[config.mk]
export PLATFORM = sky130hd
export DESIGN_NAME = instr_fetch_buffer_flat
export DESIGN_NICKNAME = d
export VERILOG_FILES = /design/src/rtl/instr_fetch_buffer_if.sv /design/src/rtl/instr_fetch_buffer.sv /design/src/flat_wrapper.sv
export SDC_FILE = /design/constraint.sdc
export NUM_CORES = 1
export LEC_CHECK = 0
export ABC_CLOCK_PERIOD_IN_PS = 5100
export CAP_MARGIN = 40
export CORE_UTILIZATION = 45
export DETAILED_ROUTE_END_ITERATION = 7
export HOLD_SLACK_MARGIN = 0.02
export SETUP_SLACK_MARGIN = 0.5
export SLEW_MARGIN = 25
export SYNTH_ARGS = -nofsm -noshare
export SYNTH_HDL_FRONTEND = slang
export SYNTH_SLANG_ARGS = --single-unit
[constraint.sdc]
create_clock -name clk -period 5.1 [get_ports clk]
set_input_delay 1.53 -clock clk [delete_from_list [all_inputs] [get_ports clk]]
set_output_delay 1.53 -clock clk [all_outputs]
set_load 0.005 [all_outputs]
[src/rtl/instr_fetch_buffer_if.sv]
// Handshake bundle between the instruction loader/dispatch side and the fetch buffer.
// The master drives loader writes, dispatch pops and flush; the slave is the buffer itself.
interface instr_fetch_buffer_if #(
  parameter int DEPTH = 16
);
  localparam int AW = $clog2(DEPTH);

  logic          flush;
  logic          wr_valid;
  logic [31:0]   wr_instr;
  logic          wr_ready;
  logic          dispatch_1_ready;
  logic          dispatch_2_ready;
  logic [31:0]   instr1;
  logic [31:0]   instr2;
  logic          instr1_valid;
  logic          instr2_valid;
  logic          instr_queue_empty;
  logic [AW:0]   count;
  logic [15:0]   pair_issues;

  modport master (
    output flush, wr_valid, wr_instr, dispatch_1_ready, dispatch_2_ready,
    input  wr_ready, instr1, instr2, instr1_valid, instr2_valid,
           instr_queue_empty, count, pair_issues
  );

  modport slave (
    input  flush, wr_valid, wr_instr, dispatch_1_ready, dispatch_2_ready,
    output wr_ready, instr1, instr2, instr1_valid, instr2_valid,
           instr_queue_empty, count, pair_issues
  );
endinterface

[src/rtl/instr_fetch_buffer.sv]
// Show-ahead instruction FIFO presenting up to two in-order words per cycle to the
// dispatch units; flush discards contents, pair_issues counts dual-issue cycles.
module instr_fetch_buffer #(
  parameter int          DEPTH = 16,
  parameter logic [31:0] NOP   = 32'h0000_0013
) (
  input  logic             clk,
  input  logic             rst_n,
  instr_fetch_buffer_if.slave bus
);
  localparam int AW = $clog2(DEPTH);

  logic [31:0]   mem_q [DEPTH];
  logic [AW-1:0] rd_ptr_q, rd_ptr_d;
  logic [AW-1:0] wr_ptr_q, wr_ptr_d;
  logic [AW-1:0] rd_ptr_nxt;
  logic [AW:0]   count_q, count_d;
  logic [15:0]   pair_q, pair_d;
  logic          valid1, valid2, wr_ready_w;
  logic          push, pop1, pop2;

  assign valid1     = (count_q != '0);
  assign valid2     = (count_q >= (AW+1)'(2));
  // Space is judged on held entries only, so a pop on a full cycle cannot admit a write.
  assign wr_ready_w = (count_q != (AW+1)'(DEPTH));

  assign push = bus.wr_valid && wr_ready_w;
  assign pop1 = bus.dispatch_1_ready && valid1;
  assign pop2 = pop1 && bus.dispatch_2_ready && valid2;

  assign rd_ptr_nxt = rd_ptr_q + AW'(1);

  assign bus.wr_ready          = wr_ready_w;
  assign bus.instr1_valid      = valid1;
  assign bus.instr2_valid      = valid2;
  assign bus.instr_queue_empty = !valid1;
  assign bus.instr1            = valid1 ? mem_q[rd_ptr_q]   : NOP;
  assign bus.instr2            = valid2 ? mem_q[rd_ptr_nxt] : NOP;
  assign bus.count             = count_q;
  assign bus.pair_issues       = pair_q;

  always_comb begin
    count_d  = count_q;
    rd_ptr_d = rd_ptr_q;
    wr_ptr_d = wr_ptr_q;
    pair_d   = pair_q;
    if (bus.flush) begin
      count_d  = '0;
      rd_ptr_d = '0;
      wr_ptr_d = '0;
    end else begin
      count_d  = count_q + (AW+1)'(push) - (AW+1)'(pop1) - (AW+1)'(pop2);
      rd_ptr_d = rd_ptr_q + AW'(pop1) + AW'(pop2);
      wr_ptr_d = wr_ptr_q + AW'(push);
      if (pop2 && (pair_q != 16'hFFFF)) begin
        pair_d = pair_q + 16'd1;
      end
    end
  end

  always_ff @(posedge clk or negedge rst_n) begin
    if (!rst_n) begin
      rd_ptr_q <= '0;
      wr_ptr_q <= '0;
      count_q  <= '0;
      pair_q   <= '0;
    end else begin
      rd_ptr_q <= rd_ptr_d;
      wr_ptr_q <= wr_ptr_d;
      count_q  <= count_d;
      pair_q   <= pair_d;
    end
  end

  // Storage carries no reset; validity comes entirely from count_q.
  always_ff @(posedge clk) begin
    if (push && !bus.flush) begin
      mem_q[wr_ptr_q] <= bus.wr_instr;
    end
  end
endmodule

[src/flat_wrapper.sv]
// flat-port wrapper written by rule: the top's interface ports become plain ports
module instr_fetch_buffer_flat 
#(
  parameter int          DEPTH = 16,
  parameter logic [31:0] NOP   = 32'h0000_0013
)
  (clk, rst_n, bus_flush, bus_wr_valid, bus_wr_instr, bus_dispatch_1_ready, bus_dispatch_2_ready, bus_wr_ready, bus_instr1, bus_instr2, bus_instr1_valid, bus_instr2_valid, bus_instr_queue_empty, bus_count, bus_pair_issues);
  instr_fetch_buffer_if #(.DEPTH(DEPTH)) bus_i ();
  input  logic clk;
  input  logic rst_n;
  input wire logic [$bits(bus_i.flush)-1:0] bus_flush;
  input wire logic [$bits(bus_i.wr_valid)-1:0] bus_wr_valid;
  input wire logic [$bits(bus_i.wr_instr)-1:0] bus_wr_instr;
  input wire logic [$bits(bus_i.dispatch_1_ready)-1:0] bus_dispatch_1_ready;
  input wire logic [$bits(bus_i.dispatch_2_ready)-1:0] bus_dispatch_2_ready;
  output wire logic [$bits(bus_i.wr_ready)-1:0] bus_wr_ready;
  output wire logic [$bits(bus_i.instr1)-1:0] bus_instr1;
  output wire logic [$bits(bus_i.instr2)-1:0] bus_instr2;
  output wire logic [$bits(bus_i.instr1_valid)-1:0] bus_instr1_valid;
  output wire logic [$bits(bus_i.instr2_valid)-1:0] bus_instr2_valid;
  output wire logic [$bits(bus_i.instr_queue_empty)-1:0] bus_instr_queue_empty;
  output wire logic [$bits(bus_i.count)-1:0] bus_count;
  output wire logic [$bits(bus_i.pair_issues)-1:0] bus_pair_issues;
  assign bus_i.flush = bus_flush;
  assign bus_i.wr_valid = bus_wr_valid;
  assign bus_i.wr_instr = bus_wr_instr;
  assign bus_i.dispatch_1_ready = bus_dispatch_1_ready;
  assign bus_i.dispatch_2_ready = bus_dispatch_2_ready;
  assign bus_wr_ready = bus_i.wr_ready;
  assign bus_instr1 = bus_i.instr1;
  assign bus_instr2 = bus_i.instr2;
  assign bus_instr1_valid = bus_i.instr1_valid;
  assign bus_instr2_valid = bus_i.instr2_valid;
  assign bus_instr_queue_empty = bus_i.instr_queue_empty;
  assign bus_count = bus_i.count;
  assign bus_pair_issues = bus_i.pair_issues;
  instr_fetch_buffer #(.DEPTH(DEPTH), .NOP(NOP)) u_core (.clk(clk), .rst_n(rst_n), .bus(bus_i));
endmodule
Word level (Yosys, flattened, before mapping) --
Memory sizes are Yosys's and may differ from the RTL's. Cells that the tools add are included.
Storage, ports and cells: bits in registers 29, latch bits 0, RAM bits 512, bits in read-only memories 0, bits of input ports 38, output and inout bits 89, logic and storage cells 34, memories 1
Memory list:
- u_core.mem_q | depth 16, bits a word 32, read ports 2, clocked after Yosys merged registers in 0, wr ports 1, line instr_fetch_buffer.sv:13 | logic [31:0] mem_q [DEPTH];
Operators by class: add/subtract/negate cells 8, $mul 0, div/mod/pow operators 0, magnitude comparators 1, equality and inequality tests 2, shifts and indexed selects 0, muxes and demuxes 7, bitwise gates (word level) 1, reduce and logical (&&, ||, !) cells 10
Operators with widths (count):
- 32-bit 2-to-1 mux | 2
- 16-bit by 1-bit adder with 16-bit output, second input constant | 1
- 16-bit inequality test, second input constant | 1
- 4-bit by 1-bit adder with 4-bit output | 3
- 5-bit by 1-bit subtractor with 5-bit output | 2
- 4-bit 2-to-1 mux | 2
- 1-bit logical AND | 6
- 5-bit by 1-bit adder with 5-bit output | 1
- 5-bit by 2-bit greater-or-equal comparator with 1-bit output, second input constant | 1
- 5-bit 2-to-1 mux | 1
- 5-bit inequality test, second input constant | 1
- 5-bit nonzero test | 1
- 4-bit by 1-bit adder with 4-bit output, second input constant | 1
- 1-bit zero test | 2
- 1-bit 2-to-1 mux | 2
- 2-bit AND reduction | 1
- 1-bit NOT | 1

Longest topological paths before layout --
Gate-level depths: netlist of the first run.
word-level depth 6, gate-level depth with buffers 17, depth with buffers taken out 16

Worst setup path after synthesis of the first run --
No wires, ideal clock.
path kind input to register, start point input port bus_flush, end point memory u_core.mem_q[0][0] (enable), setup time 0.461 ns, arrival time 4.496 ns, data required time 4.639 ns, setup slack 0.142 ns, cell stages on the path 3, path buffers 1, cells stage by stage buf_2 or4_1 nor3_1
Between the ends: longest elaborated chain between the ends 4
Ends and longest elaborated chain:
- start, declared | line flat_wrapper.sv:11 | input wire logic [$bits(bus_i.flush)-1:0] bus_flush;
- 1-bit zero test | line instr_fetch_buffer.sv:77 | if (push && !bus.flush) begin
- 1-bit logical AND | line instr_fetch_buffer.sv:77
- 1-bit 2-to-1 mux | line instr_fetch_buffer.sv:77
- 1-bit 2-to-1 mux (not written as such) | line instr_fetch_buffer.sv:78 | mem_q[wr_ptr_q] <= bus.wr_instr;
- end, declared | line instr_fetch_buffer.sv:13
Every way passes these cells.

Final worst setup path of the first run --
start point register u_core.rd_ptr_q[0], end point output port bus_instr2[22]
Between the ends: longest elaborated chain between the ends 3
Ends and longest elaborated chain:
- start, declared | line instr_fetch_buffer.sv:14 | logic [AW-1:0] rd_ptr_q, rd_ptr_d;
- start signal, assigned | line instr_fetch_buffer.sv:68 | rd_ptr_q <= rd_ptr_d;
- 4-bit by 1-bit adder with 4-bit output | line instr_fetch_buffer.sv:31 | assign rd_ptr_nxt = rd_ptr_q + AW'(1);
- memory 16 x 32 bit
- 32-bit 2-to-1 mux | line instr_fetch_buffer.sv:38 | assign bus.instr2 = valid2 ? mem_q[rd_ptr_nxt] : NOP;
- end, declared | line flat_wrapper.sv:18 | output wire logic [$bits(bus_i.instr2)-1:0] bus_instr2;
Every way passes these cells.

==> flow_summary.ini, run 1 <==
[status]
status = finished, final reports clean

[final_layout]
fillers = 4219
finalNetCount = 1537
drive_gt1_share_pct = 37.1
final_util_pct = 56.1
multi_input_area_um2 = 8850
seqCellArea_um2 = 16100
final_area_um2 = 30900
syn2layout_area_growth_pct = 23.3
n_antenna_cell = 0

[global_routing]
grt_pass1_vias = 14300
grt_max_degree = 68
grt_pass1_wl_um = 97700
grt-ovfl-total = 0
grtUsageTotal_pct = 24.2
antenna_found_initial = 1

[timing]
setup_viol = 0
rsz0062_at_grt = true
worst_pin_slew_ns = 0.772
min_period_ns = 4.67
finalClockSkew_ns = 0.0229
timing.fmax_mhz = 214
hold_viol_final = 0
maxSlewViolCount = 0
setup_tns_ns = 0
finalCritPeriodShare_pct = 91.5
slew-limit-headroom_pct = 48.5

[clocking]
clock_path_buffers = 3
cts_tree = built
cts_buffers = 56
clk_pin_slew_ns = 0.07
clk_latency_ns = 0.62
root_buffer = clkbuf_16
cts_max_level = 2
cts.sinks = 541

[power]
seq_power_share_pct = 28.5
p_clk_share_pct = 21.7
switching_power_mw = 5.55
max-vdd-ir-drop_v = 0.000339
finalPower_mw = 17.8
p_int_mw = 12.3
power_density_nw_per_um2 = 576
p_leak_nw = 10.1
pwr-share-comb_pct = 49.8
p_sw_share_pct = 31.2

[critical_path]
r2r-end = u_core.bus.count[3]
rrSetupSlack_ns = 1.66
r2r_cells = 13
crit_fanout = 7
cp.required_ns = 3.57
r2r-start = u_core.bus.count[2]
crit_path_end_kind = output pin
cp-start-kind = register
worstPathArrival_ns = 3.14
path_class = reg -> out

[synth]
synth_edf_count = 512
avgSynthCellArea_um2 = 20.2
syn_area_um2 = 25100
async_reset_ff_share_pct = 5.36
syn-instance-count = 1243
yosysUniqueCellTypes = 47
ys_seq_elements = 541
synth_seq_area_share_pct = 64.2
synth_flop_cell = edfxtp_1
syn_nets = 1297
yosys_warnings = 0

[hold_path]
hold-path-endpoint = u_core.bus.pair_issues[13]
min_path_type = reg -> reg
min_path_cells = 1
min_from = u_core.bus.pair_issues[13]

[routing]
wl_per_cell_um = 30.1
via_per_inst = 6.20
vias = 14100
drt_pass1_iterations = 5
drt-initial-drc-count = 1334
drc = 0
antenna_left = 0
routed_wl_um = 68300

[placement]
post-dp-hpwl_um = 36000
port_buffers = 126
gp_congestion = 0.740
placed_cell_area_um2 = 27600

[die]
io_pins = 127
initial_core_util_pct = 45.5
dieWidth_um = 238
dieHeight_um = 238
dieArea_um2 = 56700
rows = 86
coreArea_um2 = 55100

[job]
maxCapViolCount = 0
## how the worst max path moves through the flow
stage / slack, ns / startpoint / endpoint
final: 0.43 / u_core.rd_ptr_q[0] / bus_instr2[22]
after global routing: 0.40 / u_core.rd_ptr_q[0] / bus_instr2[22]
after CTS: 0.37 / u_core.rd_ptr_q[0] / bus_instr2[15]
after detailed placement: 0.42 / u_core.bus.count[2] / bus_instr1[18]
after global placement: 0.44 / u_core.bus.count[2] / bus_instr1[18]
after floorplan: 1.0 / bus_flush / u_core.mem_q[12][0]
## power by group through the flow
stage,clock network (mW),registers [mW],logic [mW]
floorplan,0,5.12,4.47
finish,3.87,5.07,8.86
CTS,3.93,5.06,8.34
global placement,0,5.18,6.66
global route,4.09,5.08,9.36
detailed placement,0,5.18,6.69
## kinds of logic after synthesis
kind of cell,after synthesis,synth area share [%]
simple gates,94,2.17
xor+xnor,21,0.763
mux,383,27.9
fa+ha+maj,16,0.888
compound gates,80,2.00
buf+inv,108,2.05
flops,541,64.2
## registers in the layout, indices dropped and copies added, names as in the netlist
| signal | count |
|---|---|
| u_core.rd_ptr_q | 4 |
| u_core.bus.pair_issues | 16 |
| u_core.wr_ptr_q | 4 |
| u_core.mem_q | 512 |
| u_core.bus.count | 5 |
## layout make-up
| type | instances | area share (%) |
|---|---|---|
| clock inverter | 28 | 0.668 |
| timing repair buffer | 274 | 10.6 |
| clock buffer | 71 | 4.78 |
| sequential | 541 | 52.1 |
| inverter | 16 | 0.214 |
| tap | 748 | 3.03 |
| multi-input combinational | 594 | 28.6 |
## cells in the mapped netlist (7+ instances only)
master    count  area [um2]
clkbuf_1     16        60.1
buf_4        10        75.1
dfrtp_1      29         726
nand2_1       9        33.8
nand3_1      16        80.1
ha_1         13         163
buf_2        56         280
mux4_2      253        5700
nor2b_1       9        56.3
nor2_1       22        82.6
nor3_1        7        35.0
inv_1        13        48.8
buf_1         9        33.8
edfxtp_1    512       15400
xnor2_1      12         105
mux2i_1     125        1250
xor2_1        8        70.1
o22ai_1      58         363
## critical path, cell delays in order, from the launching register on
cell and delay, ns:
dfrtp_4 0.53, ha_4 0.30, buf_12 0.11, buf_16 0.16, buf_12 0.12, buf_12 0.09, buf_16 0.11, buf_6 0.09
mux4_2 0.50, mux2i_2 0.22, o22ai_2 0.13, buf_2 0.14
## cells in the final DEF (no fill, tap or decap), types with 12 or more instances in the layout
cell type,n
buf_16,20
mux2i_2,12
o22ai_2,14
clkdlybuf4s50_1,96
nor2_4,12
o22ai_1,44
edfxtp_1,512
xnor2_1,12
clkinv_1,14
buf_4,76
dfrtp_1,25
clkbuf_16,62
clkbuf_1,14
nand3_1,15
buf_12,30
mux2i_1,111
mux4_2,253
## stage by stage
step,hold WS (ns),setup slack (ns),instances
after floorplan,0.499,0.997,1243
after CTS,0.515,0.368,2249
final,0.518,0.433,2272
after global placement,0.508,0.436,2074
after detailed placement,0.507,0.420,2075
after global routing,0.532,0.401,2272
## per-layer routing
metal | vias to the layer above | track usage (%) | share of wire (%)
li1 | 5830 | - | -
met1 | 7595 | 33.3 | 42
met2 | 568 | 40.5 | 50
met3 | 83 | 3.76 | 6.5
met4 | 2 | 6.39 | 1.8
met5 | - | 0 | 0.019
## what timing repair did
| item | in CTS | in global routing |
|---|---|---|
| resized for setup | 116 | 67 |
| buffers inserted | 60 | 18 |
| gates cloned | 15 | 5 |
| pin swaps | 7 | 13 |
| hold buffers | 0 | 0 |
| setup endpoints to repair | 64 | 58 |
Power figures use the tool's default switching activity.
==> inputs of run 2 (changes only) <==
--- a/config.mk
+++ b/config.mk
@@ -10,8 +10,8 @@
 export CORE_UTILIZATION = 45
 export DETAILED_ROUTE_END_ITERATION = 7
 export HOLD_SLACK_MARGIN = 0.02
+export MAX_ROUTING_LAYER = met4
 export SETUP_SLACK_MARGIN = 0.5
-export SLEW_MARGIN = 25
 export SYNTH_ARGS = -nofsm -noshare
 export SYNTH_HDL_FRONTEND = slang
 export SYNTH_SLANG_ARGS = --single-unit
==> flow_summary.ini, run 2 (synthesized netlist as in run 1, its figures left out) <==
[critical_path]
critPathBufInv = 7
worstPathArrival_ns = 3.15
cp_slowest_cell = dfrtp_4
cp-start-kind = register
rrSetupSlack_ns = 1.66
slowest_delay_ns = 0.53
crit_top_cell = buf_12
crit_fanout = 7
crit_path_end_kind = output pin
path_class = reg -> out
crit_chain = ha_4, buf_12, buf_16, buf_12, buf_12, buf_16, buf_6, mux4_2, mux2i_2, o22ai_2, buf_2
cp.required_ns = 3.57
cp_top_family = buffers and inverters
crit_cells = 11
r2r_cells = 13

[hold_path]
min_path_cells = 1
min_path_type = reg -> reg

[timing]
finalClockSkew_ns = 0.0237
min_period_ns = 4.68
finalCritPeriodShare_pct = 91.7
fin_hold_ws_ns = 0.515
rsz0062_at_grt = true
maxSlewViolCount = 0
slew-limit-headroom_pct = 48.4
timing.fmax_mhz = 214
setup_viol = 0
worst_pin_slew_ns = 0.772
hold_viol_final = 0
setup_tns_ns = 0

[final_layout]
largest_reg_flops = 512
syn2layout_area_growth_pct = 23.2
most-common-layout-cells = edfxtp_1 (512), mux4_2 (253), mux2i_1 (110), clkdlybuf4s50_1 (96), buf_4 (74)
drive_gt1_share_pct = 37.1
finalNetCount = 1535
layout_commonest_cell = edfxtp_1
regMostFlops = u_core.mem_q

[routing]
drt-initial-drc-count = 1306
drc = 0
routed_wl_um = 68200
via_per_inst = 6.19
vias = 14100
wl_per_cell_um = 30.0
drt_pass1_iterations = 7
antenna_left = 0

[clocking]
cts.sinks = 541
clock_path_buffers = 3
cts_buffers = 56
cts_max_level = 2
clk_latency_ns = 0.62
root_buffer = clkbuf_16
cts_tree = built
cts_hold_buf = 0
clk_pin_slew_ns = 0.07

[global_routing]
grt-ovfl-total = 0
grt_pass1_vias = 14300
antenna_found_initial = 1
grt_pass1_wl_um = 97700
grt_max_degree = 68
grtUsageTotal_pct = 24.9

[die]
io_pins = 127
dieArea_um2 = 56700
coreArea_um2 = 55100
dieHeight_um = 238
dieWidth_um = 238
initial_core_util_pct = 45.5
rows = 86

[power]
switching_power_mw = 5.54
max-vdd-ir-drop_v = 0.000328
p_sw_share_pct = 31.2
p_clk_share_pct = 21.8
power_density_nw_per_um2 = 575
p_int_mw = 12.2
p_leak_nw = 10.1
pwr-share-comb_pct = 49.7
seq_power_share_pct = 28.5

[placement]
port_buffers = 126
gp_congestion = 0.750
post-dp-hpwl_um = 36000

[status]
status = finished, final reports clean

[job]
maxCapViolCount = 0
==> run 2: cell types whose count changed in the layout (fill, tap and decap cells not counted), sizes merged <==
cell / previous run / this run
clkdlybuf4s15: 3 / 4
dlygate4sd2: 6 / 5
buf: 150 / 148
diode: 0 / 1
==> run 2: repair_timing <==
action / CTS / global route
resized for setup: 116 / 69
endpoints found under the setup margin: 64 / 58
hold endpoints to repair: 0 / 0
cloned: 15 / 5
pin swaps: 7 / 13
setup buffers: 60 / 16
==> run 2: cell type report <==
class	instances	area, um2
Fill cell	4223	24200
Sequential cell	541	16100
Multi-Input combinational cell	594	8850
Timing Repair Buffer	272	3260
Clock buffer	71	1480
Tap cell	748	936
Clock inverter	28	206
Inverter	16	66.3
Antenna cell	1	2.50
==> run 2: metrics by stage <==
stage	utilization [%]	area (um2)	setup WS (ns)	instances	total power, mW
final	56.1	30900	0.423	2271	17.8
after global routing	56.1	30900	0.396	2271	18.5
after CTS	55.3	30500	0.368	2249	17.3
after global placement	50.0	27500	0.436	2074	11.8
after detailed placement	50.1	27600	0.420	2075	11.9
after floorplan	-	25100	0.997	1243	9.59
==> run 2: power groups by stage <==
stage               Clock, mW  Combinational (mW)  Sequential, mW
floorplan                   0                4.47            5.12
global placement            0                6.66            5.18
detailed placement          0                6.69            5.18
CTS                      3.93                8.34            5.06
global route             4.08                9.34            5.08
finish                   3.87                8.84            5.07
==> run 2: worst paths after layout <==
check / end / start
hold / removal: u_core.bus.pair_issues[13] / u_core.bus.pair_issues[13]
min in group asynchronous: u_core.bus.pair_issues[8] / rst_n
setup / recovery: bus_instr2[22] / u_core.rd_ptr_q[0]
hold reg to reg: u_core.bus.pair_issues[13] / u_core.bus.pair_issues[13]
setup reg to reg: u_core.bus.count[3] / u_core.bus.count[2]
max in group asynchronous: u_core.rd_ptr_q[2] / rst_n
==> run 2: routing by layer <==
metal	global-route usage, %	vias to the layer above	wire length (um)
li1	-	5816	-
met4	6.39	0	1470
met3	3.57	101	4890
met2	40.4	609	34000
met5	-	-	0
met1	33.4	7531	27800
==> run 2: worst reg2reg max path, cell delays in order, from the launching register on <==
cell,delay [ns]
dfrtp_2,0.44
inv_2,0.10
ha_2,0.19
or4b_4,0.57
buf_4,0.20
nand2_1,0.12
inv_2,0.06
nand3_1,0.13
fa_1,0.45
ha_1,0.20
ha_1,0.23
fa_1,0.41
xor2_1,0.17
nor2_1,0.06
==> inputs of run 3 (changes only) <==
--- a/config.mk
+++ b/config.mk
@@ -5,8 +5,8 @@
 export SDC_FILE = /design/constraint.sdc
 export NUM_CORES = 1
 export LEC_CHECK = 0
-export ABC_CLOCK_PERIOD_IN_PS = 5100
-export CAP_MARGIN = 40
+export ABC_CLOCK_PERIOD_IN_PS = 5300
+export CAP_MARGIN = 0
 export CORE_UTILIZATION = 45
 export DETAILED_ROUTE_END_ITERATION = 7
 export HOLD_SLACK_MARGIN = 0.02
==> constraint.sdc (replaced) <==
create_clock -name clk -period 5.3 [get_ports clk]
set_input_delay 1.59 -clock clk [delete_from_list [all_inputs] [get_ports clk]]
set_output_delay 1.59 -clock clk [all_outputs]
set_load 0.005 [all_outputs]
==> flow_summary.ini, run 3 (synthesized netlist as in run 1, its figures left out) <==
[status]
status = finished, final reports clean

[global_routing]
antenna_found_initial = 1
grt_util_met1_pct = 33.2
grt_pass1_vias = 14200
use_met2_pct = 38.7
grt_max_degree = 101
grtUsageTotal_pct = 24.3
grt_pass1_wl_um = 95600
grt.met3_usage_pct = 3.60
grt-ovfl-total = 0
gr-max-usage-layer = met2

[final_layout]
finalNetCount = 1488
seqCellArea_um2 = 16100
most-common-layout-cells = edfxtp_1 (512), mux4_2 (253), mux2i_1 (109), clkdlybuf4s50_1 (99), clkbuf_16 (64)
fillers = 4210
drive_gt1_share_pct = 33.7
multi_input_area_um2 = 8810
largest_reg_flops = 512
regMostFlops = u_core.mem_q
syn2layout_area_growth_pct = 22.4
layout_commonest_cell = edfxtp_1

[job]
maxCapViolCount = 0

[timing]
timing.fmax_mhz = 208
setup_tns_ns = 0
finalClockSkew_ns = 0.0140
fin_hold_ws_ns = 0.521
slew-limit-headroom_pct = 54.0
maxSlewViolCount = 0
worst_pin_slew_ns = 0.688
min_period_ns = 4.81
setup_viol = 0
finalCritPeriodShare_pct = 90.8
hold_viol_final = 0
rsz0062_at_grt = true

[die]
initial_core_util_pct = 45.5
dieArea_um2 = 56700
rows = 86
io_pins = 127
dieWidth_um = 238
coreArea_um2 = 55100
dieHeight_um = 238

[critical_path]
cp.required_ns = 3.71
crit_fanout = 8
path_class = reg -> out
crit_path_end_kind = output pin
r2r-end = u_core.bus.count[3]
cp-start-kind = register
r2r-start = u_core.bus.count[2]
worstPathArrival_ns = 3.22
r2r_cells = 12
rrSetupSlack_ns = 2.04

[placement]
port_buffers = 126
post-dp-hpwl_um = 36200
gp_congestion = 0.795

[routing]
drt-initial-drc-count = 1306
antenna_left = 0
routed_wl_um = 67900
vias = 13900
drc = 0
drt_pass1_iterations = 5
via_per_inst = 6.26
wl_per_cell_um = 30.5

[clocking]
root_buffer = clkbuf_16
cts_tree = built
clock_path_buffers = 3
cts.sinks = 541
cts_max_level = 2
clk_pin_slew_ns = 0.06
clk_latency_ns = 0.63
cts_buffers = 59

[hold_path]
hold-path-endpoint = u_core.bus.pair_issues[11]
min_path_cells = 1
min_from = u_core.bus.pair_issues[11]
min_path_type = reg -> reg

[power]
p_leak_nw = 10.0
max-vdd-ir-drop_v = 0.000283
power_density_nw_per_um2 = 552
-- run 3: cell types whose count changed in the layout (fill, tap and decap cells not counted), sizes merged --
| cell | previous run | this run |
|---|---|---|
| buf | 148 | 86 |
| bufbuf | 2 | 4 |
| bufinv | 3 | 10 |
| clkbuf | 85 | 77 |
| clkdlybuf4s15 | 4 | 2 |
| clkdlybuf4s50 | 96 | 99 |
| clkinv | 22 | 20 |
| clkinvlp | 3 | 1 |
| dlygate4sd2 | 5 | 11 |
| dlymetal6s2s | 3 | 12 |
| inv | 16 | 19 |
-- run 3: power breakdown --
group          internal, mW  leakage (nW)  switching (mW)
sequential             4.79          5.00          0.0852
clock                  2.52         0.951            1.67
combinational          4.44          4.10            3.44
-- run 3: routing by layer --
layer	up-vias	routed length, um
met5	-	0
met2	493	33700
li1	5736	-
met1	7601	28800
met4	0	1330
met3	98	4060
-- run 3: area by class of cell --
| class | instances | share of cell area [%] |
|---|---|---|
| Tap cell | 748 | 3.05 |
| Multi-Input combinational cell | 594 | 28.7 |
| Inverter | 16 | 0.196 |
| Sequential cell | 541 | 52.5 |
| Clock buffer | 69 | 4.93 |
| Timing Repair Buffer | 222 | 9.19 |
| Clock inverter | 34 | 1.43 |
| Antenna cell | 1 | 0.00815 |
-- run 3: worst max-delay path, stage by stage (launching register included) --
cell             delay (ns)
dfrtp_4                0.53
ha_4                   0.30
buf_12                 0.15
buf_12                 0.11
buf_16                 0.12
mux4_2                 0.52
mux2i_2                0.24
o22ai_4                0.14
clkdlybuf4s50_1        0.48
-- run 3: repair_timing --
item | 4_1_cts | 5_1_grt
buffers inserted | 28 | 7
gates cloned | 8 | 5
resized for setup | 44 | 45
pin swaps | 1 | 5
setup endpoints to repair | 64 | 40
hold buffers | 0 | 0
-- run 3: how the worst max path moves through the flow --
stage / startpoint / end
2_1_floorplan: bus_flush / u_core.mem_q[3][0]
3_3_place_gp: u_core.rd_ptr_q[0] / bus_instr2[16]
3_5_place_dp: u_core.rd_ptr_q[0] / bus_instr2[25]
4_1_cts: u_core.rd_ptr_q[0] / bus_instr2[25]
5_1_grt: u_core.bus.count[2] / bus_instr2[26]
6_report: u_core.rd_ptr_q[0] / bus_instr2[23]
-- run 3: stage by stage --
step / setup WS (ns) / util [%] / area [um2] / cells / power [mW]
2_1_floorplan: 0.564 / - / 25100 / 1243 / 9.22
3_3_place_gp: 0.671 / 50.2 / 27700 / 2073 / 11.6
3_5_place_dp: 0.675 / 50.2 / 27700 / 2073 / 11.6
4_1_cts: 0.388 / 55.0 / 30300 / 2212 / 16.7
5_1_grt: 0.427 / 55.7 / 30700 / 2225 / 17.7
6_report: 0.485 / 55.7 / 30700 / 2225 / 16.9
